$ cat src/rtl/mult_pkg.sv
// mult_pkg: shared FSM state encoding and sizing helpers for the sequential multiplier
package mult_pkg;
  localparam int MULT_WIDTH = 8;
  typedef enum logic [1:0] {
    IDLE = 2'd0,
    CALC = 2'd1,
    SIGN = 2'd2,
    DONE = 2'd3
  } state_t;
  function automatic int cnt_w(input int w);
    return $clog2(w + 1);
  endfunction
endpackage

$ cat src/rtl/seq_multiplier.sv
// seq_multiplier: signed shift-add multiplier, WIDTH iterations on operand magnitudes then sign fix-up
module seq_multiplier
  import mult_pkg::*;
#(
  parameter int WIDTH = MULT_WIDTH
) (
  input  logic               clk,
  input  logic               rst,
  input  logic               clr,
  input  logic               load,
  input  logic [WIDTH-1:0]   a_in,
  input  logic [WIDTH-1:0]   b_in,
  output logic [2*WIDTH-1:0] product,
  output logic               product_neg,
  output logic [2*WIDTH-1:0] product_mag,
  output logic               busy,
  output logic               done
);
  localparam int CW = cnt_w(WIDTH);
  state_t             state_q, state_d;
  logic [2*WIDTH-1:0] mcand_q, mcand_d;
  logic [WIDTH-1:0]   mplier_q, mplier_d;
  logic [2*WIDTH-1:0] acc_q, acc_d;
  logic [CW-1:0]      cnt_q, cnt_d;
  logic               neg_q, neg_d;
  logic [2*WIDTH-1:0] product_q, product_d;
  logic [2*WIDTH-1:0] mag_q, mag_d;
  logic               pneg_q, pneg_d;
  logic               busy_q, busy_d;
  logic               done_q, done_d;
  logic [WIDTH-1:0]   abs_a, abs_b;
  logic               accept;
  assign abs_a  = a_in[WIDTH-1] ? -a_in : a_in;
  assign abs_b  = b_in[WIDTH-1] ? -b_in : b_in;
  assign accept = load && (state_q == IDLE || state_q == DONE);
  always_comb begin
    state_d   = state_q;
    mcand_d   = mcand_q;
    mplier_d  = mplier_q;
    acc_d     = acc_q;
    cnt_d     = cnt_q;
    neg_d     = neg_q;
    product_d = product_q;
    mag_d     = mag_q;
    pneg_d    = pneg_q;
    busy_d    = busy_q;
    done_d    = 1'b0;
    case (state_q)
      CALC: begin
        acc_d    = acc_q + (mplier_q[0] ? mcand_q : '0);
        mcand_d  = mcand_q << 1;
        mplier_d = mplier_q >> 1;
        cnt_d    = cnt_q + 1'b1;
        state_d  = (cnt_q == CW'(WIDTH - 1)) ? SIGN : CALC;
      end
      SIGN: begin
        product_d = neg_q ? -acc_q : acc_q;
        mag_d     = acc_q;
        pneg_d    = neg_q && (acc_q != '0);
        busy_d    = 1'b0;
        done_d    = 1'b1;
        state_d   = DONE;
      end
      default: begin
        if (accept) begin
          mcand_d  = {{WIDTH{1'b0}}, abs_a};
          mplier_d = abs_b;
          neg_d    = a_in[WIDTH-1] ^ b_in[WIDTH-1];
          acc_d    = '0;
          cnt_d    = '0;
          busy_d   = 1'b1;
          state_d  = CALC;
        end
      end
    endcase
  end
  always_ff @(posedge clk) begin
    if (rst || clr) begin
      state_q   <= IDLE;
      mcand_q   <= '0;
      mplier_q  <= '0;
      acc_q     <= '0;
      cnt_q     <= '0;
      neg_q     <= 1'b0;
      product_q <= '0;
      mag_q     <= '0;
      pneg_q    <= 1'b0;
      busy_q    <= 1'b0;
      done_q    <= 1'b0;
    end else begin
      state_q   <= state_d;
      mcand_q   <= mcand_d;
      mplier_q  <= mplier_d;
      acc_q     <= acc_d;
      cnt_q     <= cnt_d;
      neg_q     <= neg_d;
      product_q <= product_d;
      mag_q     <= mag_d;
      pneg_q    <= pneg_d;
      busy_q    <= busy_d;
      done_q    <= done_d;
    end
  end
  assign product     = product_q;
  assign product_mag = mag_q;
  assign product_neg = pneg_q;
  assign busy        = busy_q;
  assign done        = done_q;
endmodule
$ cat config.mk
export PLATFORM = sky130hd
export DESIGN_NAME = seq_multiplier
export DESIGN_NICKNAME = d
export VERILOG_FILES = /design/src/rtl/mult_pkg.sv /design/src/rtl/seq_multiplier.sv
export SDC_FILE = /design/constraint.sdc
export NUM_CORES = 1
export LEC_CHECK = 0
export BUFFER_PORTS_ARGS = -buffer_cell sky130_fd_sc_hd__buf_2
export CAP_MARGIN = 15
export CELL_PAD_IN_SITES_DETAIL_PLACEMENT = 0
export CELL_PAD_IN_SITES_GLOBAL_PLACEMENT = 1
export CORE_MARGIN = 3
export CORE_UTILIZATION = 30
export CTS_BUF_LIST = sky130_fd_sc_hd__clkbuf_8
export DETAILED_ROUTE_END_ITERATION = 8
export PLACE_DENSITY_LB_ADDON = 0.1
export SLEW_MARGIN = 25
export SYNTH_ARGS = -nofsm -noshare
export SYNTH_HDL_FRONTEND = slang
export SYNTH_SLANG_ARGS = --single-unit
$ cat constraint.sdc
create_clock -name clk -period 3.8 [get_ports clk]
set_input_delay 0.57 -clock clk [delete_from_list [all_inputs] [get_ports clk]]
set_output_delay 0.57 -clock clk [all_outputs]
set_load 0.005 [all_outputs]
==> results.py <==
metrics = {
    "synth": {
        "async_flop_share": 0,
        "synth_simple_gate_area_frac": 0.188,
        "synth_edf_count": 0,
        "synth.distinct_cells": 56,
        "ys_seq_area_frac": 0.375,
        "syn_inst": 499,
        "netlist_area_um2": 4330,
        "ys_seq_elements": 81,
        "synth_adder_area_share": 0.0653,
        "synth_compound_area_frac": 0.211,
        "synth_xor_area_frac": 0.0708,
        "synth_top_family_by_area": "compound AO/OA/AOI/OAI gates",
        "synth_flop_cell": "dfxtp_1",
        "synth.avg_cell_area_um2": 8.67,
        "syn-num-nets": 541,
        "synthMuxAreaShare": 0.0468,
        "yosys_warnings": 0,
    },
    "power_and_ir_drop": {
        "power.density_nw_per_um2": 334,
        "vdd.ir_drop.worst_uv": 138,
        "p_leak_uw": 0.00193,
    },
    "cells_and_area": {
        "area_delta_synth_final_pct": 14.5,
        "drive_above_1_share": 0.176,
        "final_core_util": 0.354,
        "antennaDiodeCount": 0,
        "nets": 582,
        "fillers": 1505,
    },
    "route": {
        "viasPerCell": 4.92,
        "drt-wirelength-per-cell_um": 15.2,
        "ant_nets": 0,
        "drt_iter0_drc": 183,
        "dr.pass1.iters": 5,
        "routed_wl_um": 11000,
        "vias": 3565,
        "drc": 0,
    },
    "run": {
        "maxCapViolCount": 0,
    },
    "clocking": {
        "cts_root_buf": "clkbuf_8",
        "cts_num_sinks": 81,
        "cts.path.max_buffers": 2,
        "post-cts-setup-buffers": 0,
        "cts-resized-gates": 0,
        "clkTransAtPathRegs_ns": 0.09,
        "htreeDepth": 3,
        "cts_hold_buf": 0,
        "clkLatencyLatePin_ns": 0.38,
        "cts_tree": "built",
        "cts_buffers": 9,
    },
    "floorplan": {
        "coreArea_um2": 14000,
        "row_count": 43,
        "die_area_um2": 15900,
        "io_pins": 55,
        "initial_utilization": 0.309,
        "die_h_um": 126,
        "die_x_um": 126,
    },
    "hold_path": {
        "hp-class": "reg2reg",
        "hp-start": "mcand_q[15]",
    },
    "place": {
        "gp_congestion": 0.736,
        "io_buffers": 54,
        "dp_hpwl_um": 7900,
    },
    "status": {
        "status": "complete, no violations",
    },
    "critical_path": {
        "max_stage_delay_ns": 0.60,
        "worstPathRequired_ns": 4.08,
        "critPathCaptureType": "flop",
        "cp-start-kind": "flop",
        "crit_arrival_ns": 2.94,
        "startpoint": "mplier_q[0]",
        "critPathKind": "reg2reg",
        "path_max_fanout": 17,
        "path_buf_inv": 1,
        "crit_slowest_cell": "dfxtp_1",
        "path_delay_family": "compound AO/OA/AOI/OAI gates",
        "reg2reg_from": "mplier_q[0]",
        "crit_top_cell": "a21oi_1",
        "path_cells": "and2_1 > ha_1 > inv_1 > fa_1 > nor2b_1 > o2111ai_1 > a21oi_1 > a21oi_1 > xnor2_1 > a22o_1",
    },
    "sta": {
        "drv_slew": 0,
        "relSlewSlack": 0.420,
        "worstMarginPinSlew_ns": 0.871,
        "setup_viol": 0,
        "finalHoldViolCount": 0,
        "finalCriticalPeriod_ns": 2.66,
        "fin_skew_ns": 0.00505,
        "fmax_ghz": 0.376,
        "fin_crit_sh": 0.700,
        "rsz0062_at_grt": "false",
        "setup_tns_ns": 0,
    },
    "grt": {
        "grt_overflow": 0,
        "track_usage": 0.143,
        "grt_pass1_vias": 3505,
        "grt_max_degree": 59,
        "grt_pass1_wl_um": 18200,
        "grt_antenna_before_repair": 0,
    },
}
==> Yosys cell counts (11+ instances only) <==
master    count  area [um^2]
xor2_1       11         96.3
a211oi_1     17          128
nand3_1      14         70.1
mux2i_1      18          180
clkbuf_1     20         75.1
inv_1        13         48.8
nand2_1      37          139
a21oi_1      41          205
ha_1         21          263
nor2_1       61          229
xnor2_1      24          210
and2_1       25          156
a222oi_1     11          110
o21ai_0      12         60.1
dfxtp_1      81         1620
==> state kept, by name, indices dropped and copies added (netlist names) <==
register,cells
neg_q,1
product_mag,15
mcand_q,16
state_q,2
product,16
cnt_q,4
busy,1
done,1
product_neg,1
mplier_q,8
acc_q,16
==> final cells by class <==
| class | instances | area (um^2) | share of cell area |
|---|---|---|---|
| multi-input cells | 374 | 2530 | 0.511 |
| repair buffers | 61 | 323 | 0.0652 |
| clock inverters | 6 | 65.1 | 0.0131 |
| well taps | 180 | 225 | 0.0455 |
| clock buffers | 10 | 138 | 0.0278 |
| inverters | 13 | 48.8 | 0.00985 |
| flip-flops and latches | 81 | 1620 | 0.327 |
==> stage by stage <==
step	cell area, um^2	setup WS, ns	cells	power, uW	hold slack [ns]
floorplan	4330	1.44	499	961	0.431
global placement	4740	1.18	709	1000	0.443
detailed placement	4740	1.13	709	1000	0.451
CTS	4950	1.12	725	1690	0.437
global route	4950	0.910	725	1740	0.456
finish	4950	1.14	725	1660	0.459
==> routing by layer <==
metal / GRT usage / part of all wire
met5: 0 / 0
met4: 0.0397 / 0.013
met3: 0.0450 / 0.044
met2: 0.223 / 0.45
met1: 0.191 / 0.49
==> placed cells by master (no fill, tap or decap), drive strengths merged, types with 3 or more instances in the layout <==
master	instances
a211oi	18
a21boi	3
a21o	5
a21oi	41
a222oi	11
a22o	9
a22oi	7
and2	25
buf	61
clkbuf	10
dfxtp	81
ha	21
inv	15
mux2i	18
nand2	38
nand2b	5
nand3	14
nand4	4
nor2	62
nor2b	4
nor3	8
o21ai	15
o31ai	5
o41ai	3
or3	3
xnor2	24
xor2	11
==> worst paths after layout <==
path | end | slack [ns] | depth (start not counted)
min reg2reg | mcand_q[15] | 0.46 | 2
max reg2reg | acc_q[14] | 1.14 | 10
max | acc_q[14] | 1.14 | 10
min | mcand_q[15] | 0.46 | 2
==> worst reg2reg max path, cell delays in order (launching register included) <==
cell       delay (ns)
dfxtp_1          0.60
and2_1           0.20
ha_1             0.19
inv_1            0.07
fa_1             0.39
nor2b_1          0.18
o2111ai_1        0.16
a21oi_1          0.32
a21oi_1          0.14
xnor2_1          0.14
a22o_1           0.19
==> cells by family (layout without fill, tap and decap cells) <==
| kind of cell | Yosys count | after routing |
|---|---|---|
| AND/OR/NAND/NOR | 170 | 170 |
| AO/OA/AOI/OAI | 127 | 127 |
| flip-flops | 81 | 81 |
| buffers and inverters | 44 | 90 |
| XOR/XNOR | 35 | 35 |
| adder cells (fa/ha/maj) | 22 | 22 |
| multiplexers | 20 | 20 |
==> power by group <==
part	switching [uW]	internal, uW
registers	7.19	855
clock network	349	324
logic	74.5	44.5
total	431	1220
Power figures use the tool's default switching activity.
